`src/rtl/imem_prog_controller.sv`:
```
// Purpose: reloads the instruction memory from a framed UART byte stream while the core is held.
// Latency: each IMEM write pulse comes one cycle after the 4th byte of its word; done/err come one cycle after the deciding event.
// Backpressure: none; every rx_valid byte is consumed in the cycle it arrives.
//
// Frame: N_lo, N_hi, N x 4 data bytes (LSB first per word), then one checksum byte.
// The checksum is the XOR of the data bytes only.
// Words are written to consecutive word addresses starting at 0.
// memcon_prog_ena holds the fetch stage and clears its PC whenever a load is in progress.

module imem_prog_controller #(
  parameter int IMEM_WORDS     = 1024,
  parameter int TIMEOUT_CYCLES = 1_000_000
) (
  input  logic        clk,
  input  logic        Rst,
  input  logic        prog_start,
  input  logic        rx_valid,
  input  logic [7:0]  rx_data,
  output logic        memcon_prog_ena,
  output logic        imem_en,
  output logic [3:0]  imem_we,
  output logic [31:0] imem_addr,
  output logic [31:0] imem_din,
  output logic        prog_done,
  output logic        prog_err,
  output logic [1:0]  err_code
);

  typedef enum logic [2:0] {
    S_IDLE  = 3'd0,
    S_LEN0  = 3'd1,
    S_LEN1  = 3'd2,
    S_DATA  = 3'd3,
    S_CHECK = 3'd4
  } state_t;

  localparam logic [1:0]  ERR_NONE     = 2'd0;
  localparam logic [1:0]  ERR_CHECKSUM = 2'd1;
  localparam logic [1:0]  ERR_TIMEOUT  = 2'd2;
  localparam logic [1:0]  ERR_OVERSIZE = 2'd3;

  localparam logic [31:0] MAX_WORDS = 32'(IMEM_WORDS);
  localparam logic [31:0] TO_LAST   = 32'(TIMEOUT_CYCLES - 1);

  state_t       state;
  state_t       state_nxt;

  // Header and word-assembly state
  logic [7:0]   n_lo;
  logic [15:0]  n_words;
  logic [15:0]  word_idx;
  logic [1:0]   byte_idx;
  logic [23:0]  shreg;
  logic [7:0]   csum;
  logic [31:0]  to_cnt;

  // Decisions made this cycle, registered into the outputs at the next edge
  logic         start_acc;
  logic         done_nxt;
  logic         err_nxt;
  logic [1:0]   err_code_nxt;
  logic         wr_nxt;
  logic         to_expire;
  logic [15:0]  len_full;
  logic [31:0]  len_ext;

  // The header length as it stands once the high byte arrives
  assign len_full = {rx_data, n_lo};
  assign len_ext  = {16'd0, len_full};

  // The fetch stage is held for the whole time the sequencer is away from IDLE
  assign memcon_prog_ena = (state != S_IDLE);

  // Timeout fires on an idle cycle whose counter value has reached the limit
  assign to_expire = (state != S_IDLE) && !rx_valid && (to_cnt == TO_LAST);

  // State register
  always_ff @(posedge clk or posedge Rst) begin
    if (Rst) begin
      state <= S_IDLE;
    end else begin
      state <= state_nxt;
    end
  end

  // Next-state logic and per-cycle control strobes
  always_comb begin
    state_nxt    = state;
    start_acc    = 1'b0;
    done_nxt     = 1'b0;
    err_nxt      = 1'b0;
    err_code_nxt = ERR_NONE;
    wr_nxt       = 1'b0;

    case (state)
      S_IDLE: begin
        if (prog_start) begin
          start_acc = 1'b1;
          state_nxt = S_LEN0;
        end
      end

      S_LEN0: begin
        if (rx_valid) begin
          state_nxt = S_LEN1;
        end
      end

      S_LEN1: begin
        if (rx_valid) begin
          if (len_ext > MAX_WORDS) begin
            state_nxt    = S_IDLE;
            err_nxt      = 1'b1;
            err_code_nxt = ERR_OVERSIZE;
          end else if (len_full == 16'd0) begin
            state_nxt = S_CHECK;
          end else begin
            state_nxt = S_DATA;
          end
        end
      end

      S_DATA: begin
        if (rx_valid && (byte_idx == 2'd3)) begin
          wr_nxt = 1'b1;
          if ((word_idx + 16'd1) == n_words) begin
            state_nxt = S_CHECK;
          end
        end
      end

      S_CHECK: begin
        if (rx_valid) begin
          state_nxt = S_IDLE;
          if (rx_data == csum) begin
            done_nxt = 1'b1;
          end else begin
            err_nxt      = 1'b1;
            err_code_nxt = ERR_CHECKSUM;
          end
        end
      end

      default: begin
        state_nxt = S_IDLE;
      end
    endcase

    // Timeout only happens on a cycle with no byte, so it never competes with the byte decisions above
    if (to_expire) begin
      state_nxt    = S_IDLE;
      err_nxt      = 1'b1;
      err_code_nxt = ERR_TIMEOUT;
    end
  end

  // Header capture, word assembly, checksum accumulation and the inter-byte timer
  always_ff @(posedge clk or posedge Rst) begin
    if (Rst) begin
      n_lo     <= 8'd0;
      n_words  <= 16'd0;
      word_idx <= 16'd0;
      byte_idx <= 2'd0;
      shreg    <= 24'd0;
      csum     <= 8'd0;
      to_cnt   <= 32'd0;
    end else if (start_acc) begin
      n_lo     <= 8'd0;
      n_words  <= 16'd0;
      word_idx <= 16'd0;
      byte_idx <= 2'd0;
      shreg    <= 24'd0;
      csum     <= 8'd0;
      to_cnt   <= 32'd0;
    end else if (state != S_IDLE) begin
      // The byte cycle itself counts as cycle 0, so the first quiet cycle after it reads 1
      if (rx_valid) begin
        to_cnt <= 32'd1;
      end else if (to_expire) begin
        to_cnt <= 32'd0;
      end else begin
        to_cnt <= to_cnt + 32'd1;
      end

      if (rx_valid) begin
        case (state)
          S_LEN0: begin
            n_lo <= rx_data;
          end
          S_LEN1: begin
            n_words <= len_full;
          end
          S_DATA: begin
            csum     <= csum ^ rx_data;
            byte_idx <= byte_idx + 2'd1;
            // Lane 3 is taken straight from rx_data into the write data register
            case (byte_idx)
              2'd0: shreg[7:0]   <= rx_data;
              2'd1: shreg[15:8]  <= rx_data;
              2'd2: shreg[23:16] <= rx_data;
              default: word_idx  <= word_idx + 16'd1;
            endcase
          end
          default: begin
          end
        endcase
      end
    end
  end

  // Registered IMEM write port and status pulses; address/data hold between writes
  always_ff @(posedge clk or posedge Rst) begin
    if (Rst) begin
      imem_en   <= 1'b0;
      imem_we   <= 4'h0;
      imem_addr <= 32'd0;
      imem_din  <= 32'd0;
      prog_done <= 1'b0;
      prog_err  <= 1'b0;
      err_code  <= ERR_NONE;
    end else begin
      imem_en   <= wr_nxt;
      imem_we   <= wr_nxt ? 4'hF : 4'h0;
      if (wr_nxt) begin
        imem_addr <= {14'd0, word_idx, 2'b00};
        imem_din  <= {rx_data, shreg};
      end
      prog_done <= done_nxt;
      prog_err  <= err_nxt;
      if (start_acc) begin
        err_code <= ERR_NONE;
      end else if (err_nxt) begin
        err_code <= err_code_nxt;
      end
    end
  end

endmodule

```
`config.mk`:
```
export PLATFORM = sky130hd
export DESIGN_NAME = imem_prog_controller
export DESIGN_NICKNAME = d
export VERILOG_FILES = /design/src/rtl/imem_prog_controller.sv
export SDC_FILE = /design/constraint.sdc
export NUM_CORES = 1
export LEC_CHECK = 0
export ABC_AREA = 1
export CORE_MARGIN = 2
export CORE_UTILIZATION = 61
export DETAILED_ROUTE_END_ITERATION = 16
export HOLD_SLACK_MARGIN = 0.12
export PLACE_DENSITY = 0.84
export SLEW_MARGIN = 20
export SYNTH_ARGS = -nofsm -noshare
export SYNTH_HDL_FRONTEND = slang
export SYNTH_SLANG_ARGS = --single-unit
export TNS_END_PERCENT = 100
```
`constraint.sdc`:
```
create_clock -name clk -period 7.4 [get_ports clk]
set_input_delay 0.74 -clock clk [delete_from_list [all_inputs] [get_ports clk]]
set_output_delay 0.74 -clock clk [all_outputs]
set_load 0.05 [all_outputs]
```
==> results.cfg, run 1 <==
[status]
status = finished, final reports clean

[sta]
hold_viol = 0
fmax_ghz = 0.319
relSlewSlack = 0.333
final.setup.worst_slack_ns = 4.26
rsz0062_at_grt = false
min_period_ns = 3.14
setup_viol = 0
fin_crit_sh = 0.424
drv_slew = 0
worst_pin_slew_ns = 1.00
whs_ns = 0.471
setup_tns_ns = 0
clock_skew_ns = 0.0100

[pwr]
p_sw_frac = 0.350
p_leak_nw = 4.32
power_density_mw_per_mm2 = 285
ir_worst_vdd_mv = 0.209
pwr-share-comb = 0.241
netSwitchingPower_mw = 0.941
internal_power_mw = 1.75
p_seq_frac = 0.425
total_power_mw = 2.69
clock_power_share = 0.334

[cts]
cts_hold_buf = 0
cts_tree = yes
clock_sinks = 162
clock_latency_ns = 0.43
clockBufferDepth = 2
cts-resized-gates = 0
htree_levels = 4
post_cts_buffers = 0
clk_pin_slew_ns = 0.06
cts-buffers-inserted = 17
cts_root_buf = clkbuf_16

[cells_and_area]
syn2layout_area_growth_pct = 16.1
fillers = 1052
drive_gt1_frac = 0.0568
multi_input_area_mm2 = 0.00349
fin_nets = 1097
final_area_mm2 = 0.00944
seq_area_mm2 = 0.00405
diodes = 0

[placed_design]
dp_hpwl_um = 13500
gp_congestion = 0.973
dpl_cell_area_mm2 = 0.00884
dp_slack_ns = 4.25
portBuffers = 69

[die]
core-area_mm2 = 0.0131
die_w_um = 119
fp-row-count = 42
die_y_um = 119
start_util = 0.619
dieArea_mm2 = 0.0143
boundaryPins = 86

[grt]
grt_start_max_net_pins = 92
grt_antenna_before_repair = 0
overflow = 0
grt_usage = 0.292
grt_pass1_wl_um = 33200
grt_pass1_vias = 6903

[logic_synthesis]
synthCells = 1024
synth_enable_flop_cells = 0
yosysUniqueCellTypes = 38
syn_area_mm2 = 0.00813
synth_flop_cell = dfrtp_1
synthArstFlopShare = 1.00
yosys-top-cells-count = 306 x nand2_1, 162 x dfrtp_1, 94 x inv_1, 94 x o21ai_0, 79 x nor2_1
synth.avg_cell_area_um2 = 7.94
yosys.cell_count.top_type = nand2_1
synth-seq-area-share = 0.498
yosysTopAreaCell = dfrtp_1
synth_area_leaders = dfrtp_1 50%, nand2_1 14%, o21ai_0 5.8%, inv_1 4.3%, nand3_1 4.1%
yosysWarnings = 0
synth_top_cell_area_share = 0.498
ys_ff_latch = 162

[critical_path]
critPathCaptureType = flip-flop
required_ns = 7.71
slowest_stage = clkinv_2
path_class = in -> reg
cp_cell_sequence = clkdlybuf4s50_1, nand2_1, nor2_2, buf_4, clkinv_2, o21ai_0
critPathMaxStageDelay_ns = 0.80
start_kind = input port
critPathMaxFanout = 77
arrival_ns = 3.45

[route]
avgRoutedWirePerCell_um = 15.7
drc = 0
vias = 7070
vias_per_cell = 5.58
wl_um = 19900
firstDrtPassIters = 5
drtIter0Drc = 640
ant_nets = 0

[hold_path]
min_path_type = reg -> reg

[run]
cap_viol_max_count = 0
[layout make-up]
class | instances | area share
Tap cell | 176 | 0.0233
Inverter | 98 | 0.0396
Timing Repair Buffer | 71 | 0.0747
Multi-Input combinational cell | 729 | 0.370
Clock inverter | 12 | 0.0151
Sequential cell | 162 | 0.429
Clock buffer | 20 | 0.0484
[sequential cells by signal (all words and copies together), names as in the netlist]
signal and cells:
imem_din 32, prog_done 1, prog_err 1, err_code 2, n_lo 8, imem_we 1, state 3, n_words 16
shreg 24, to_cnt 32, imem_addr 16, byte_idx 2, csum 8, word_idx 16
[placed cells by master (no fill, tap or decap), types with 2 or more instances in the layout]
cell type	instances
a21oi_1	16
xnor2_1	4
xnor3_1	2
inv_6	8
ha_1	6
xor2_1	16
dfrtp_1	162
nor4_1	7
inv_1	92
nor2_1	79
nor2_2	5
o21ai_1	8
clkbuf_16	17
nand2_1	306
nand2_2	5
nand4_1	25
clkdlybuf4s50_1	69
o22ai_1	26
o21ai_0	94
buf_4	2
nand3b_1	3
clkinv_2	2
clkbuf_8	2
nor2_4	6
bufinv_16	2
inv_2	4
nor3_1	22
nand3_2	3
a22o_1	3
conb_1	16
nand3_1	67
a21oi_2	2
[worst paths after layout]
kind,from,endpoint,slack [ns],cells after the start
worst max-delay path,rx_valid,imem_addr[15],4.26,6
worst min-delay path,imem_din[3],imem_din[3],0.47,2
worst max register to register,state[1],state[0],4.46,11
worst min register to register,imem_din[3],imem_din[3],0.47,2
max in group asynchronous,Rst,imem_din[22],5.15,3
min in group asynchronous,Rst,prog_err,0.85,2
[routing by layer]
| metal | global-route usage | part of all wire |
|---|---|---|
| met1 | 0.371 | 0.43 |
| met2 | 0.500 | 0.50 |
| met3 | 0.0450 | 0.046 |
| met4 | 0.122 | 0.024 |
| met5 | 0 | 0 |
[critical path: cells and delay by family]
family	cells	cell delay, ns
buffers and inverters	3	1.86
and+or+nand+nor	2	0.26
AOI/OAI and AO/OA	1	0.50
[stage by stage]
step	instances	util
after floorplan	1039	-
after global placement	1236	0.673
after detailed placement	1236	0.673
after CTS	1268	0.718
after global routing	1268	0.719
final	1268	0.719
[power by group through the flow]
stage          clock, mW  sequential, mW  combinational [mW]
2_1_floorplan          0            1.16               0.460
3_3_place_gp           0            1.15               0.612
3_5_place_dp           0            1.15               0.634
4_1_cts            0.904            1.14               0.645
5_1_grt            0.944            1.16               0.725
6_report           0.899            1.14               0.647
[logic make-up after synthesis]
logic type | synth area share
adder cells (fa/ha/maj) | 0.00923
other | 0.000461
flip-flops | 0.498
AO/OA/AOI/OAI | 0.102
XOR/XNOR | 0.0271
buffers and inverters | 0.0800
AND/OR/NAND/NOR | 0.283
No activity file was read; power rests on OpenSTA's default activity.
==> run 2: changes to the inputs <==
- CORE_UTILIZATION: 61 -> 57
- PLACE_DENSITY: 0.84 -> 0.79
- clock period: 7.4 -> 3 ns (I/O delays scaled with it)
==> run 2 against run 1 <==
Non-clock buffer count rose by 5. Clock skew fell by 0.0030 ns. Final area increased by 0.37%. Final cell count increased by 0.71%. Global-route usage shrank 2.4 points. Highest routed layer unchanged. Via count grew 0.51%. Largest cell class unchanged. Register-to-register slack got worse by 3.8 ns. Die area rose by 6.8%.
==> results.cfg, run 2 (synthesis gave the netlist of run 1 again) <==
[die]
fp-row-count = 43
core-area_mm2 = 0.0139
die_w_um = 123
die_y_um = 123
start_util = 0.584
dieArea_mm2 = 0.0152
boundaryPins = 86

[cts]
htree_levels = 4
clk_pin_slew_ns = 0.06
clockBufferDepth = 2
cts_root_buf = clkbuf_16
cts_tree = yes
clock_sinks = 162
clock_latency_ns = 0.43
cts-resized-gates = 0
cts_hold_buf = 0
post_cts_buffers = 0
cts-buffers-inserted = 17

[critical_path]
cp_cell_sequence = inv_1, nand2_1, nor2_1, inv_2, clkdlybuf4s50_1
critPathCaptureType = primary output
crit_family = buffers and inverters
start_kind = flip-flop
critPathMaxFanout = 4
crit_buf_inv = 3
slowest_stage = clkdlybuf4s50_1
path_class = reg -> out
required_ns = 2.70
arrival_ns = 2.11
critPathMaxStageDelay_ns = 0.72
r2r_slack_ns = 0.66

[sta]
whs_ns = 0.333
final.setup.worst_slack_ns = 0.595
relSlewSlack = 0.316
drv_slew = 0
rsz0062_at_grt = false
setup_viol = 0
min_period_ns = 2.41
fin_crit_sh = 0.802
hold_viol = 0
setup_tns_ns = 0
worst_pin_slew_ns = 1.03
fmax_ghz = 0.416
clock_skew_ns = 0.00707

[cells_and_area]
fin_nets = 1102
drive_gt1_frac = 0.0620
stdcell_count = 1277
final_common_cell = nand2_1
fillers = 1097
syn2layout_area_growth_pct = 16.5
utilization = 0.680
diodes = 0
final_cell_mix = 306 x nand2_1, 162 x dfrtp_1, 94 x o21ai_0, 92 x inv_1, 79 x nor2_1
reg_top3 = imem_din (32), to_cnt (32), shreg (24)

[placed_design]
dp_hpwl_um = 13200
portBuffers = 69
dpl.cell_count = 1245
gp_congestion = 0.947
dp_slack_ns = 0.533

[route]
vias = 7106
vias_per_cell = 5.56
firstDrtPassIters = 5
drc = 0
drtIter0Drc = 678
wl_um = 19100
avgRoutedWirePerCell_um = 15.0
ant_nets = 0

[grt]
grt_pass1_vias = 6501
grt_usage = 0.268
grt_antenna_before_repair = 0
overflow = 0
grt_start_max_net_pins = 104
grt_pass1_wl_um = 31600

[pwr]
internal_power_mw = 4.17
p_leak_nw = 4.33
netSwitchingPower_mw = 2.35
clock_power_share = 0.320
power_density_mw_per_mm2 = 688
ir_worst_vdd_mv = 0.627
p_seq_frac = 0.433
p_sw_frac = 0.361
pwr-share-comb = 0.247

[hold_path]
min_path_type = in -> async

[run]
cap_viol_max_count = 0

[status]
status = finished, final reports clean
==> run 2: changes by cell type in the layout (fill, tap and decap cells not counted), sizes merged <==
cell,previous run,this run
clkbuf,20,19
clkinvlp,1,2
buf,2,7
bufinv,2,0
inv,104,106
==> run 2: worst paths after layout <==
| kind | startpoint | end | cells after the start |
|---|---|---|---|
| min in group clk | imem_din[13] | imem_din[13] | 2 |
| min | Rst | to_cnt[3] | 3 |
| max reg2reg | to_cnt[1] | to_cnt[14] | 10 |
| min reg2reg | imem_din[13] | imem_din[13] | 2 |
| max | state[1] | memcon_prog_ena | 5 |
| max in group asynchronous | Rst | shreg[5] | 3 |
==> run 2: per-stage QoR <==
stage | power [mW] | area, um2
2_1_floorplan | 3.99 | 8190
3_3_place_gp | 4.36 | 8900
3_5_place_dp | 4.43 | 8900
4_1_cts | 6.53 | 9470
5_1_grt | 6.87 | 9480
6_report | 6.52 | 9480
==> run 2: worst register-to-register path: cells and delay by family (launching register included) <==
kind	cells	cell delay [ns]
simple gates	5	0.94
flops	1	0.41
fa+ha+maj	1	0.22
compound gates	2	0.27
buf+inv	2	0.35
==> run 2: area by class of cell <==
class                   instances  area [um2]  share of cell area
clock inverters                13         116              0.0123
flip-flops and latches        162        4050               0.428
repair buffers                 76         768              0.0811
clock buffers                  19         453              0.0478
well taps                     180         225              0.0238
multi-input cells             729        3490               0.368
inverters                      98         372              0.0392
==> run 2: layer usage <==
metal / GRT usage / wire length (um)
met1: 0.362 / 8490
met2: 0.430 / 9120
met3: 0.0420 / 1010
met4: 0.117 / 493
met5: 0 / 0
==> run 2: power by group through the flow <==
stage | clock, mW | combinational (mW) | sequential [mW]
finish | 2.09 | 1.61 | 2.82
global route | 2.21 | 1.80 | 2.86
CTS | 2.11 | 1.60 | 2.82
detailed placement | 0 | 1.58 | 2.84
global placement | 0 | 1.53 | 2.83
floorplan | 0 | 1.13 | 2.86
==> run 3: changes to the inputs <==
- CORE_UTILIZATION: 57 -> 52
- PLACE_DENSITY: 0.79 -> 0.76
- clock period: 3 -> 2.2 ns (I/O delays scaled with it)
==> run 3 against run 2 <==
First-iteration DRC count decreased by 35%. Count of clock-buffer cells in the layout decreased by 2. Global-route usage shrank 2.0 points. Combinational power increased by 44%.
==> results.cfg, run 3 (synthesis gave the netlist of run 1 again) <==
[placed_design]
portBuffers = 69
dpl.cell_count = 1298
dp_hpwl_um = 14000
dpl_cell_area_mm2 = 0.00916
gp_congestion = 0.940

[grt]
busiest_layer = met2
grt_pass1_vias = 6754
use_met1 = 0.323
grt_start_max_net_pins = 45
use_met3 = 0.0413
overflow = 0
grt_usage = 0.248
use_met2 = 0.425
grt_antenna_before_repair = 0
grt_pass1_wl_um = 32700

[cells_and_area]
fin_nets = 1128
final_area_mm2 = 0.00987
syn2layout_area_growth_pct = 21.3
diodes = 0
stdcell_count = 1334
final_common_cell = nand2_1
reg_top3 = imem_din (32), to_cnt (32), shreg (24)
drive_gt1_frac = 0.0935
final_cell_mix = 305 x nand2_1, 160 x dfrtp_1, 94 x o21ai_0, 92 x inv_1, 74 x nor2_1

[sta]
fmax_ghz = 0.485
whs_ns = 0.187
fin_crit_sh = 0.938
worst_pin_slew_ns = 0.533
clock_skew_ns = 0.0105
relSlewSlack = 0.644
drv_slew = 0
hold_viol = 0
setup_viol = 0
min_period_ns = 2.06

[status]
status = finished, final reports clean

[critical_path]
critPathMaxFanout = 4
cp_cell_sequence = inv_1, nand2_1, nor2_1, inv_2, dlygate4sd2_1
r2r.worst_path.cells = 16
critPathMaxStageDelay_ns = 0.44
start_kind = flip-flop
slowest_stage = dlygate4sd2_1
path_class = reg -> out
arrival_ns = 1.84
required_ns = 1.98
critPathCaptureType = primary output

[route]
vias_per_cell = 5.37
firstDrtPassIters = 5
ant_nets = 0
wl_um = 19600
drc = 0
drtIter0Drc = 444
avgRoutedWirePerCell_um = 14.7
vias = 7163

[die]
core-area_mm2 = 0.0153
die_w_um = 129
die_y_um = 129
boundaryPins = 86
dieArea_mm2 = 0.0167
start_util = 0.533
fp-row-count = 45

[cts]
clockBufferDepth = 2
cts-buffers-inserted = 17
cts_hold_buf = 0
cts_tree = yes
clock_sinks = 162
cts_root_buf = clkbuf_16
htree_levels = 4
clock_latency_ns = 0.44
clk_pin_slew_ns = 0.07

[pwr]
power_density_mw_per_mm2 = 934
p_leak_nw = 4.50
ir_worst_vdd_mv = 0.627

[run]
cap_viol_max_count = 0

[hold_path]
min_path_type = in -> async
-- run 3: changes by cell type in the layout (fill, tap and decap cells not counted), moves of 2 or more --
cell	delta
clkinvlp_4	+2
buf_12	+4
bufinv_16	+2
clkinv_8	+2
nor2_2	+3
ha_1	-2
nor2_1	-5
buf_4	+21
nor2_4	+3
clkbuf_8	-2
dfrtp_1	-2
dfrtp_2	+2
inv_6	-2
-- run 3: path summary, 6_finish.rpt --
path,start,endpoint,slack (ns)
max in group asynchronous,Rst,n_words[10],1.46
worst max-delay path,state[1],memcon_prog_ena,0.14
worst min register to register,imem_din[14],imem_din[14],0.47
worst max register to register,word_idx[0],state[1],0.17
min in group clk,imem_din[14],imem_din[14],0.47
worst min-delay path,Rst,n_words[5],0.19
-- run 3: layer usage --
metal / up-vias / wire length, um
li1: 3501 / -
met1: 3436 / 8440
met2: 192 / 9990
met5: - / 0
met4: 0 / 345
met3: 34 / 827
-- run 3: power breakdown --
| group | switching (mW) | leakage, nW | total, mW | internal, mW |
|---|---|---|---|---|
| Sequential | 0.337 | 2.21 | 3.82 | 3.49 |
| Clock | 1.35 | 0.292 | 3.07 | 1.73 |
| Combinational | 1.56 | 1.99 | 2.32 | 0.756 |
| Total | 3.24 | 4.50 | 9.22 | 5.97 |
-- run 3: final cells by class --
cell class              instances  area, um2
fillers                      1299       5390
flip-flops and latches        162       4060
multi-input cells             730       3550
repair buffers                101       1000
clock buffers                  17        425
inverters                      98        374
well taps                     211        264
clock inverters                15        193
-- run 3: stage by stage --
stage	setup WS, ns	setup TNS (ns)	power, mW	util
after floorplan	-0.0768	-12.44	5.44	-
after global placement	0.146	0	6.09	0.600
after detailed placement	0.00974	0	6.13	0.600
after CTS	0.0635	0	9.22	0.641
after global routing	-0.00518	-0.00518	9.72	0.647
final	0.137	0	9.22	0.647
-- run 3: repair_timing --
action / in CTS / in global routing
cloned: 0 / 1
pin swaps: 0 / 5
buffers inserted: 0 / 3
setup endpoints to repair: 3 / 21
resized for setup: 2 / 18
-- run 3: worst max-delay path: cells and delay by family, from the launching register on --
| family | cells | cell delay (ns) |
|---|---|---|
| buffers and inverters | 3 | 0.68 |
| and+or+nand+nor | 2 | 0.31 |
| DFF | 1 | 0.41 |
